<file path="config.mk">
export PLATFORM = sky130hd
export DESIGN_NAME = lcd_status_driver
export DESIGN_NICKNAME = d
export VERILOG_FILES = /design/src/rtl/lcd_pkg.sv /design/src/rtl/lcd_byte_writer.sv /design/src/rtl/lcd_status_driver.sv
export SDC_FILE = /design/constraint.sdc
export NUM_CORES = 1
export LEC_CHECK = 0
export CAP_MARGIN = 10
export CORE_MARGIN = 5
export CORE_UTILIZATION = 50
export CTS_CLUSTER_SIZE = 8
export DETAILED_ROUTE_END_ITERATION = 10
export HOLD_SLACK_MARGIN = 0.05
export PLACE_DENSITY = 0.66
export SLEW_MARGIN = 0
export SYNTH_ARGS = -nofsm -noshare
export SYNTH_HDL_FRONTEND = slang
export SYNTH_HIERARCHICAL = 1
export SYNTH_SLANG_ARGS = --single-unit
</file>
<file path="constraint.sdc">
create_clock -name clock -period 11.8 [get_ports clock]
set_input_delay 2.36 -clock clock [delete_from_list [all_inputs] [get_ports clock]]
set_output_delay 2.36 -clock clock [all_outputs]
set_load 0.05 [all_outputs]
</file>
<file path="src/rtl/lcd_pkg.sv">
// ============================================================================
// Module : lcd_pkg
// Brief  : Shared HD44780 command/ASCII constants, top FSM state and snapshot
//          type for lcd_status_driver. Optional macro: LCD_OK_LINE_EN.
// Rev    : 1.0
// ============================================================================
`default_nettype none

package lcd_pkg;

  localparam logic [7:0] LCD_FUNC_SET = 8'h38;
  localparam logic [7:0] LCD_DISP_ON  = 8'h0C;
  localparam logic [7:0] LCD_CLEAR    = 8'h01;
  localparam logic [7:0] LCD_ENTRY    = 8'h06;
  localparam logic [7:0] LCD_LINE1    = 8'h80;
  localparam logic [7:0] LCD_LINE2    = 8'hC0;

  localparam logic [7:0] ASC_0     = 8'h30;
  localparam logic [7:0] ASC_V     = 8'h56;
  localparam logic [7:0] ASC_T     = 8'h54;
  localparam logic [7:0] ASC_M     = 8'h4D;
  localparam logic [7:0] ASC_O     = 8'h4F;
  localparam logic [7:0] ASC_F     = 8'h46;
  localparam logic [7:0] ASC_K     = 8'h4B;
  localparam logic [7:0] ASC_COLON = 8'h3A;
  localparam logic [7:0] ASC_SPACE = 8'h20;

  typedef enum logic [1:0] {
    ST_RESET_WAIT = 2'd0,
    ST_INIT       = 2'd1,
    ST_IDLE       = 2'd2,
    ST_WRITE      = 2'd3
  } lcd_state_e;

  typedef struct packed {
    logic       on;
    logic [1:0] vel;
    logic [2:0] t;
    logic [2:0] m;
`ifdef LCD_OK_LINE_EN
    logic [2:0] ok;
`endif
  } lcd_snap_t;

  function automatic logic [7:0] lcd_digit(input logic [2:0] x);
    return ASC_0 + {5'd0, x};
  endfunction

endpackage

`default_nettype wire

</file>
<file path="src/rtl/lcd_byte_writer.sv">
// ============================================================================
// Module : lcd_byte_writer
// Brief  : One-byte HD44780 write sequencer: SETUP, PULSE (e high), HOLD.
// Rev    : 1.0
// ============================================================================
`default_nettype none

module lcd_byte_writer #(
  parameter int unsigned ENABLE_CYCLES = 12,
  parameter int unsigned SETTLE_CYCLES = 2000,
  parameter int unsigned CLEAR_CYCLES  = 82000
) (
  input  logic       clock,
  input  logic       reset,
  input  logic       start,
  input  logic       rs_in,
  input  logic [7:0] data_in,
  input  logic       long_wait,
  output logic       done,
  output logic       lcd_rs,
  output logic       lcd_e,
  output logic [7:0] lcd_data
);

  localparam int unsigned MAX_A = (ENABLE_CYCLES > SETTLE_CYCLES) ? ENABLE_CYCLES : SETTLE_CYCLES;
  localparam int unsigned MAX_C = (MAX_A > CLEAR_CYCLES) ? MAX_A : CLEAR_CYCLES;
  localparam int unsigned CW    = $clog2(MAX_C + 1);

  typedef enum logic [1:0] {
    BW_IDLE  = 2'd0,
    BW_SETUP = 2'd1,
    BW_PULSE = 2'd2,
    BW_HOLD  = 2'd3
  } bw_state_e;

  bw_state_e     state_q, state_d;
  logic [CW-1:0] cnt_q, cnt_d;
  logic          rs_q, rs_d;
  logic [7:0]    data_q, data_d;
  logic          long_q, long_d;
  logic [CW-1:0] hold_lim;

  assign hold_lim = long_q ? CW'(CLEAR_CYCLES - 1) : CW'(SETTLE_CYCLES - 1);

  always_ff @(posedge clock or posedge reset) begin
    if (reset) begin
      state_q <= BW_IDLE;
      cnt_q   <= '0;
      rs_q    <= 1'b0;
      data_q  <= 8'h00;
      long_q  <= 1'b0;
    end else begin
      state_q <= state_d;
      cnt_q   <= cnt_d;
      rs_q    <= rs_d;
      data_q  <= data_d;
      long_q  <= long_d;
    end
  end

  always_comb begin
    state_d = state_q;
    cnt_d   = cnt_q;
    rs_d    = rs_q;
    data_d  = data_q;
    long_d  = long_q;
    done    = 1'b0;
    case (state_q)
      BW_SETUP: begin
        state_d = BW_PULSE;
        cnt_d   = '0;
      end
      BW_PULSE: begin
        if (cnt_q == CW'(ENABLE_CYCLES - 1)) begin
          state_d = BW_HOLD;
          cnt_d   = '0;
        end else begin
          cnt_d = cnt_q + 1'b1;
        end
      end
      BW_HOLD: begin
        if (cnt_q == hold_lim) begin
          done    = 1'b1;
          state_d = BW_IDLE;
          cnt_d   = '0;
        end else begin
          cnt_d = cnt_q + 1'b1;
        end
      end
      default: ;
    endcase
    // A start in the last HOLD cycle chains straight into the next SETUP.
    if (start) begin
      state_d = BW_SETUP;
      cnt_d   = '0;
      rs_d    = rs_in;
      data_d  = data_in;
      long_d  = long_wait;
    end
  end

  assign lcd_e    = (state_q == BW_PULSE);
  assign lcd_rs   = rs_q;
  assign lcd_data = data_q;

endmodule

`default_nettype wire

</file>
<file path="src/rtl/lcd_status_driver.sv">
// ============================================================================
// Module : lcd_status_driver
// Brief  : HD44780 init + line-1 status rewrite on change. Optional macro
//          LCD_OK_LINE_EN adds a line-2 sensor status ("OK:xyz").
// Rev    : 1.0
// ============================================================================
`default_nettype none

module lcd_status_driver
  import lcd_pkg::*;
#(
  parameter int unsigned INIT_CYCLES   = 750000,
  parameter int unsigned ENABLE_CYCLES = 12,
  parameter int unsigned SETTLE_CYCLES = 2000,
  parameter int unsigned CLEAR_CYCLES  = 82000
) (
  input  logic       clock,
  input  logic       reset,
  input  logic       ON,
  input  logic [1:0] Vel,
  input  logic [2:0] T,
  input  logic [2:0] M,
  input  logic [2:0] Ok,
  output logic       lcd_rs,
  output logic       lcd_rw,
  output logic       lcd_e,
  output logic [7:0] lcd_data,
  output logic       busy
);

  localparam int unsigned CNT_W       = $clog2(INIT_CYCLES + 1);
  localparam logic [4:0]  INIT_BYTES  = 5'd4;
`ifdef LCD_OK_LINE_EN
  localparam logic [4:0]  WRITE_BYTES = 5'd18;
`else
  localparam logic [4:0]  WRITE_BYTES = 5'd9;
`endif

  lcd_state_e       state_q, state_d;
  logic [CNT_W-1:0] cnt_q, cnt_d;
  logic [4:0]       idx_q, idx_d;
  lcd_snap_t        snap_q, snap_d, live;
  logic             invalid_q, invalid_d;
  logic             bw_start, bw_rs, bw_done;
  logic [7:0]       bw_data;

  always_comb begin
    live     = '0;
    live.on  = ON;
    live.vel = Vel;
    live.t   = T;
    live.m   = M;
`ifdef LCD_OK_LINE_EN
    live.ok  = Ok;
`endif
  end

`ifndef LCD_OK_LINE_EN
  logic unused_ok;
  assign unused_ok = ^Ok;
`endif

  function automatic logic [7:0] init_byte(input logic [4:0] idx);
    case (idx)
      5'd1:    return LCD_DISP_ON;
      5'd2:    return LCD_CLEAR;
      5'd3:    return LCD_ENTRY;
      default: return LCD_FUNC_SET;
    endcase
  endfunction

  // Byte idx of a WRITE as {rs, data}; idx 0 (line-1 address) is issued from IDLE.
  function automatic logic [8:0] write_byte(input lcd_snap_t s, input logic [4:0] idx);
    logic [8:0] b;
    b = {1'b1, ASC_SPACE};
    case (idx)
      5'd1:  b[7:0] = s.on ? ASC_V : ASC_O;
      5'd2:  b[7:0] = s.on ? lcd_digit({1'b0, s.vel}) : ASC_F;
      5'd3:  b[7:0] = s.on ? ASC_SPACE : ASC_F;
      5'd4:  b[7:0] = s.on ? ASC_T : ASC_SPACE;
      5'd5:  b[7:0] = s.on ? lcd_digit(s.t) : ASC_SPACE;
      5'd7:  b[7:0] = s.on ? ASC_M : ASC_SPACE;
      5'd8:  b[7:0] = s.on ? lcd_digit(s.m) : ASC_SPACE;
`ifdef LCD_OK_LINE_EN
      5'd9:  b      = {1'b0, LCD_LINE2};
      5'd10: b[7:0] = ASC_O;
      5'd11: b[7:0] = ASC_K;
      5'd12: b[7:0] = ASC_COLON;
      5'd13: b[7:0] = lcd_digit({2'b00, s.ok[2]});
      5'd14: b[7:0] = lcd_digit({2'b00, s.ok[1]});
      5'd15: b[7:0] = lcd_digit({2'b00, s.ok[0]});
`endif
      default: ;
    endcase
    return b;
  endfunction

  always_ff @(posedge clock or posedge reset) begin
    if (reset) begin
      state_q   <= ST_RESET_WAIT;
      cnt_q     <= '0;
      idx_q     <= 5'd0;
      snap_q    <= '0;
      invalid_q <= 1'b1;
    end else begin
      state_q   <= state_d;
      cnt_q     <= cnt_d;
      idx_q     <= idx_d;
      snap_q    <= snap_d;
      invalid_q <= invalid_d;
    end
  end

  always_comb begin
    state_d   = state_q;
    cnt_d     = cnt_q;
    idx_d     = idx_q;
    snap_d    = snap_q;
    invalid_d = invalid_q;
    bw_start  = 1'b0;
    bw_rs     = 1'b0;
    bw_data   = 8'h00;
    case (state_q)
      ST_RESET_WAIT: begin
        if (cnt_q == CNT_W'(INIT_CYCLES - 1)) begin
          cnt_d    = '0;
          state_d  = ST_INIT;
          bw_start = 1'b1;
          bw_data  = LCD_FUNC_SET;
          idx_d    = 5'd1;
        end else begin
          cnt_d = cnt_q + 1'b1;
        end
      end
      ST_INIT: begin
        if (bw_done) begin
          if (idx_q == INIT_BYTES) begin
            state_d   = ST_IDLE;
            invalid_d = 1'b1;
            idx_d     = 5'd0;
          end else begin
            bw_start = 1'b1;
            bw_data  = init_byte(idx_q);
            idx_d    = idx_q + 5'd1;
          end
        end
      end
      ST_IDLE: begin
        if (invalid_q || (live != snap_q)) begin
          snap_d    = live;
          invalid_d = 1'b0;
          bw_start  = 1'b1;
          bw_data   = LCD_LINE1;
          idx_d     = 5'd1;
          state_d   = ST_WRITE;
        end
      end
      ST_WRITE: begin
        if (bw_done) begin
          if (idx_q == WRITE_BYTES) begin
            state_d = ST_IDLE;
            idx_d   = 5'd0;
          end else begin
            bw_start         = 1'b1;
            {bw_rs, bw_data} = write_byte(snap_q, idx_q);
            idx_d            = idx_q + 5'd1;
          end
        end
      end
      default: ;
    endcase
  end

  lcd_byte_writer #(
    .ENABLE_CYCLES (ENABLE_CYCLES),
    .SETTLE_CYCLES (SETTLE_CYCLES),
    .CLEAR_CYCLES  (CLEAR_CYCLES)
  ) u_writer (
    .clock     (clock),
    .reset     (reset),
    .start     (bw_start),
    .rs_in     (bw_rs),
    .data_in   (bw_data),
    .long_wait (!bw_rs && (bw_data == LCD_CLEAR)),
    .done      (bw_done),
    .lcd_rs    (lcd_rs),
    .lcd_e     (lcd_e),
    .lcd_data  (lcd_data)
  );

  assign lcd_rw = 1'b0;
  assign busy   = (state_q != ST_IDLE);

endmodule

`default_nettype wire

</file>
==> impl_metrics.yaml, run 1 <==
run_status:
  outcome: "completed"
placed_design:
  port_buffers: 21
  dp_hpwl_um: 5620
  dp_cells: 512
  place.gp.congestion: 0.853
timing:
  fin_setup_tns_ps: 0
  rsz0062_at_grt: "false"
  fmax_mhz: 189
  worstMarginPinSlew_ps: 777
  skew_ps: 12.1
  maxSlewViolCount: 0
  setup_violations: 0
  min_period_ps: 5280
  holdWs_ps: 489
  slew_headroom_pct: 48.0
  period_share_pct: 44.7
  hold_viol: 0
global_routing:
  grt_pass1_wl_um: 14100
  grt_pass1_vias: 3003
  grt_usage_pct: 17.6
  grt_max_degree: 38
  gr-total-overflow: 0
  busiest_layer: "met2"
  antenna_found_initial: 0
  met1_usage_pct: 23.3
  grt.met2_usage_pct: 28.0
  met3_usage_pct: 5.02
routing:
  drt_first_pass_iters: 4
  drc: 0
  dr_total_vias: 2992
  via_per_inst: 5.66
  ant_nets: 0
  drt-initial-drc-count: 164
  drt-total-wl_um: 8070
  drt-wirelength-per-cell_um: 15.3
worst_setup_path:
  worstSetupStartpointType: "input port"
  critPathCaptureType: "flip-flop"
  worst-setup-path-type: "in2reg"
  cp.required_ps: 12020
  crit_arrival_ps: 5500
  critPathMaxFanout: 17
synthesis:
  ys_types: 68
  yosys_warnings: 6
  yosys.area.top_type: "dfrtp_1"
  syn_area_per_cell_um2: 9.65
  syn_inst: 405
  syn_nets: 425
  synthArstFlopShare_pct: 100
  synth_flop_cell: "dfrtp_1"
  synth.top_cell.area_share_pct: 41.6
  synth_enable_flop_cells: 0
  yosys-top-cells-area: "dfrtp_1, mux2_2, nor2_1"
  synth-seq-cells: 66
  syn_area_mm2: 0.00391
  seq_area_frac_synth_pct: 42.3
clocking:
  cts_sinks: 66
  cts.reportedPaths.clkPinSlew_ps: 70
  cts.htree.levels: 3
  numCtsBuffers: 9
  cts-root-buf: "clkbuf_8"
  tritoncts: "done"
  cts.path.max_buffers: 2
  clock_latency_ps: 350
  post_cts_buffers: 0
  ctsHoldBuffers: 0
  ctsResizeCount: 0
floorplanning:
  die_area_mm2: 0.00969
  row_count: 32
  die_h_um: 98.4
  die_w_um: 98.4
  coreArea_mm2: 0.00769
  ioPinCount: 26
  start_util_pct: 50.8
run:
  max_cap_viol_count: 0
cells_and_area:
  postLayoutCoreUtil_pct: 57.1
  final_cells: 529
  antenna_cells: 0
  layout-drive-gt1-share_pct: 14.5
  syn_to_final_growth_pct: 12.4
  fin_nets: 442
  n_fill_cell: 691
power:
  p_leak_nw: 1.90
  cellPowerDensity_mw_per_mm2: 104
  worst_ir_drop_vdd_mv: 0.0606
worst_hold_path:
  hold_path.class: "reg2reg"
==> synth_stat cells (2+ instances only) <==
cell type / n
nand3b_1: 2
nor3_1: 6
or4_4: 2
a211oi_1: 2
nor3_2: 2
clkbuf_8: 2
xor2_1: 17
nand3_1: 25
mux2_2: 21
inv_1: 16
buf_6: 3
nor3b_1: 2
a21oi_1: 12
xnor2_1: 18
dfrtp_1: 65
nor2_1: 43
clkbuf_1: 11
or3_1: 6
and3_1: 8
a31oi_1: 10
nand4_1: 13
or4_1: 2
nor2b_1: 3
and4_1: 2
and4b_1: 2
nor4_1: 2
nand2b_1: 4
and2_1: 2
nand2_1: 31
nand4b_1: 2
o22ai_1: 3
o21ai_0: 12
o21ai_1: 7
o31ai_1: 4
ha_1: 6
a22o_1: 3
nor4_4: 3
==> kinds of logic (layout without fill, tap and decap cells) <==
family / Yosys count / count (layout) / share of synthesized area (%)
other: 1 / 1 / 0.0959
AOI/OAI and AO/OA: 69 / 69 / 12.2
muxes: 22 / 22 / 6.31
and+or+nand+nor: 172 / 172 / 24.9
buffers and inverters: 34 / 56 / 4.45
xor gates and xnor gates: 35 / 35 / 7.84
DFF: 66 / 66 / 42.3
adders and majority gates: 6 / 6 / 1.92
==> worst paths after layout <==
| path | from | endpoint | slack, ps | cells past startpoint |
|---|---|---|---|---|
| worst max-delay path | T[2] | u_writer/cnt_q[13]$_DFFE_PP0P_ | 6520 | 13 |
| worst min-delay path | cnt_q[2]$_DFFE_PP0N_ | cnt_q[2]$_DFFE_PP0N_ | 490 | 1 |
| worst max register to register | u_writer/cnt_q[11]$_DFFE_PP0P_ | u_writer/cnt_q[14]$_DFFE_PP0P_ | 7430 | 14 |
| worst min register to register | cnt_q[2]$_DFFE_PP0N_ | cnt_q[2]$_DFFE_PP0N_ | 490 | 1 |
| max in group asynchronous | reset | invalid_q$_DFFE_PP1P_ | 8990 | 3 |
| min in group asynchronous | reset | u_writer/long_q$_DFFE_PP0P_ | 2310 | 2 |
==> power by group <==
part | switching (mW) | internal, mW
Combinational | 0.00835 | 0.00752
Clock | 0.0913 | 0.118
Sequential | 0.00197 | 0.228
==> layer usage <==
layer,vias up,wire (um)
li1,1482,-
met5,-,0
met4,0,94
met3,10,296
met1,1445,3840
met2,55,3840
==> cell type report <==
type	count	area (um^2)	area share (%)
sequential	66	1650	37.6
clock buffer	9	124	2.82
timing repair buffer	24	253	5.75
multi-input combinational	305	2080	47.4
inverter	16	60.1	1.37
tap	102	128	2.91
clock inverter	7	93.8	2.14
==> critical path, cell delays in order <==
cell,delay [ps]
clkdlybuf4s50_1,490
xnor2_1,130
nand4_1,160
nor4_4,380
a221o_1,320
or2_4,180
o21ai_1,70
buf_4,210
nor3_2,560
and4b_1,300
nand4_1,110
xor2_1,160
nor2_1,50
==> metrics by stage <==
| step | power (mW) | cell area, um^2 | setup slack, ps |
|---|---|---|---|
| after floorplan | 0.243 | 3910 | 7010 |
| after global placement | 0.249 | 4150 | 6220 |
| after detailed placement | 0.249 | 4150 | 6200 |
| after CTS | 0.459 | 4370 | 6570 |
| after global routing | 0.471 | 4390 | 6300 |
| final | 0.455 | 4390 | 6520 |
==> flip-flops by register name, indices dropped and copies added (netlist names) <==
signal and flops:
cnt_q 20, u_writer/cnt_q 17, snap_q 9, u_writer/lcd_data 8, idx_q 5, state_q 2
u_writer/state_q 2, invalid_q 1, u_writer/lcd_rs 1, u_writer/long_q 1
==> cell usage in the layout (no fill, tap or decap), drive strengths merged, types with 5 or more instances in the layout <==
cell,instances
and3,8
nand4,13
inv,16
dfrtp,65
nor4,5
clkbuf,9
nor2,43
mux2,21
a21oi,12
ha,6
xnor2,18
o31ai,5
nand3,25
or3,6
xor2,17
clkdlybuf4s50,21
a31oi,11
o21ai,19
nand2,32
nor3,9
(Power assumes the default switching activity.)
==> run 2: changes to the inputs <==
--- a/config.mk
+++ b/config.mk
@@ -11,7 +11,7 @@
 export CTS_CLUSTER_SIZE = 8
 export DETAILED_ROUTE_END_ITERATION = 10
 export HOLD_SLACK_MARGIN = 0.05
-export PLACE_DENSITY = 0.66
+export PLACE_DENSITY = 0.69
 export SLEW_MARGIN = 0
 export SYNTH_ARGS = -nofsm -noshare
 export SYNTH_HDL_FRONTEND = slang
==> constraint.sdc (replaced) <==
create_clock -name clock -period 4.7 [get_ports clock]
set_input_delay 0.94 -clock clock [delete_from_list [all_inputs] [get_ports clock]]
set_output_delay 0.94 -clock clock [all_outputs]
set_load 0.05 [all_outputs]
==> run 2 against run 1 <==
Against the previous run: final cell count grew 0.19%; clock power grew 100%; critical endpoint is now u_writer/cnt_q[14]$_DFFE_PP0P_; cell area shrank 1.2%; routed wire length grew 2.0%; critical path type is now reg2reg; sequential share of layout area grew 0.46 points; largest power group unchanged; critical path depth grew 1; die area is the same; sequential cell count is the same; global-route usage grew 0.083 points; worst setup slack lost 5700 ps; non-clock buffer count grew 2; power grew 130%.
==> impl_metrics.yaml, run 2 (same netlist as run 1, synthesis figures left out) <==
placed_design:
  port_buffers: 21
  dp_hpwl_um: 5840
  place_area_mm2: 0.00417
  place.gp.congestion: 0.822
clocking:
  tritoncts: "done"
  cts.path.max_buffers: 2
  cts.htree.levels: 3
  clock_latency_ps: 340
  post_cts_buffers: 0
  cts.reportedPaths.clkPinSlew_ps: 70
  numCtsBuffers: 9
  cts_sinks: 66
  ctsResizeCount: 0
  ctsHoldBuffers: 0
  cts-root-buf: "clkbuf_8"
timing:
  maxSlewViolCount: 0
  hold_viol: 0
  setup_violations: 0
  period_share_pct: 82.8
  rsz0062_at_grt: "false"
  holdWs_ps: 497
  skew_ps: 9.00
  fmax_mhz: 257
  fin_setup_tns_ps: 0
  min_period_ps: 3890
  worstMarginPinSlew_ps: 729
  slew_headroom_pct: 51.3
worst_setup_path:
  critPathCaptureType: "flip-flop"
  crit_arrival_ps: 4110
  worstSetupStartpointType: "flip-flop"
  cp.required_ps: 4920
  worst-setup-path-type: "reg2reg"
  critPathMaxFanout: 10
power:
  comb_power_share_pct: 3.6
  p_switching_uw: 236
  p_leak_nw: 1.89
  worst_ir_drop_vdd_mv: 0.109
  switching_share_pct: 22.7
  pwr-share-seq_pct: 55.5
  pwr-share-clk_pct: 40.9
  internal-power_uw: 804
  power_mw: 1.04
  cellPowerDensity_mw_per_mm2: 240
global_routing:
  grt_usage_pct: 17.7
  grt_pass1_vias: 3085
  antenna_found_initial: 0
  gr-total-overflow: 0
  grt_pass1_wl_um: 14100
  grt_max_degree: 38
cells_and_area:
  layout-drive-gt1-share_pct: 14.5
  syn_to_final_growth_pct: 11.0
  n_fill_cell: 703
  design_area_mm2: 0.00434
  largest_reg_flops: 20
  most-common-layout-cells: "dfrtp_1, nor2_1, nand2_1"
  fin_nets: 444
  antenna_cells: 0
  regMostFlops: "cnt_q"
  top_regs: "cnt_q: 20 flops, u_writer/cnt_q: 17 flops, snap_q: 9 flops"
  final_common_cell: "dfrtp_1"
routing:
  drc: 0
  drt-wirelength-per-cell_um: 15.5
  ant_nets: 0
  via_per_inst: 5.74
  drt_first_pass_iters: 6
  dr_total_vias: 3042
  drt-total-wl_um: 8230
  drt-initial-drc-count: 189
floorplanning:
  start_util_pct: 50.8
  ioPinCount: 26
  die_h_um: 98.4
  row_count: 32
  die_w_um: 98.4
  die_area_mm2: 0.00969
  coreArea_mm2: 0.00769
run:
  max_cap_viol_count: 0
worst_hold_path:
  hold_path.class: "reg2reg"
run_status:
  outcome: "completed"
-- run 2: cell count changes in the layout (fill, tap and decap cells not counted), sizes merged --
cell	previous run	this run
buf	3	5
bufinv	2	0
clkbuf	9	12
clkinvlp	2	0
-- run 2: worst paths after layout --
check                                              start                                to  slack, ps  cells after the start
max                        u_writer/cnt_q[7]$_DFFE_PP0P_    u_writer/cnt_q[14]$_DFFE_PP0P_        810                     14
min                                cnt_q[18]$_DFFE_PP0N_             cnt_q[18]$_DFFE_PP0N_        500                      1
max reg2reg                u_writer/cnt_q[7]$_DFFE_PP0P_    u_writer/cnt_q[14]$_DFFE_PP0P_        810                     14
min reg2reg                        cnt_q[18]$_DFFE_PP0N_             cnt_q[18]$_DFFE_PP0N_        500                      1
max in group asynchronous                          reset  u_writer/lcd_data[5]$_DFFE_PP0P_       3190                      3
min in group asynchronous                          reset    u_writer/cnt_q[14]$_DFFE_PP0P_        900                      2
-- run 2: cell type report --
class | count | area [um^2] | share of cell area, %
Clock buffer | 12 | 155 | 3.57
Clock inverter | 3 | 15.0 | 0.346
Tap cell | 102 | 128 | 2.94
Inverter | 16 | 60.1 | 1.38
Timing Repair Buffer | 26 | 248 | 5.71
Multi-Input combinational cell | 305 | 2080 | 48.0
Sequential cell | 66 | 1650 | 38.1
-- run 2: power by group through the flow --
stage / clock network, mW / registers, mW / logic [mW]
floorplan: 0 / 0.585 / 0.0239
global placement: 0 / 0.587 / 0.0381
detailed placement: 0 / 0.587 / 0.0388
CTS: 0.438 / 0.576 / 0.0389
global route: 0.456 / 0.577 / 0.0429
finish: 0.426 / 0.577 / 0.0376
-- run 2: through the flow --
| stage | utilization, % | cells | worst slack [ps] |
|---|---|---|---|
| 2_1_floorplan | - | 405 | 814 |
| 3_3_place_gp | 54.2 | 515 | 735 |
| 3_5_place_dp | 54.2 | 515 | 751 |
| 4_1_cts | 56.5 | 530 | 789 |
| 5_1_grt | 56.5 | 530 | 665 |
| 6_report | 56.5 | 530 | 811 |
-- run 2: routing by layer --
layer	routed length, um	track usage [%]	vias to the layer above
met2	4070	28.8	68
met1	3700	23.2	1478
met4	123	7.67	0
met3	328	3.26	11
li1	-	-	1485
met5	0	0	-
-- run 2: critical path: stages, from the launching register on --
cell and delay (ps):
dfrtp_1 420, or4_4 590, o22ai_2 250, nand4_1 160, nor2_1 180, inv_1 80, a221o_1 430, or2_4 300
o21ai_1 150, nor3_2 80, buf_4 170, nand3b_1 240, or4_1 520, xnor2_1 140, nor2_1 50
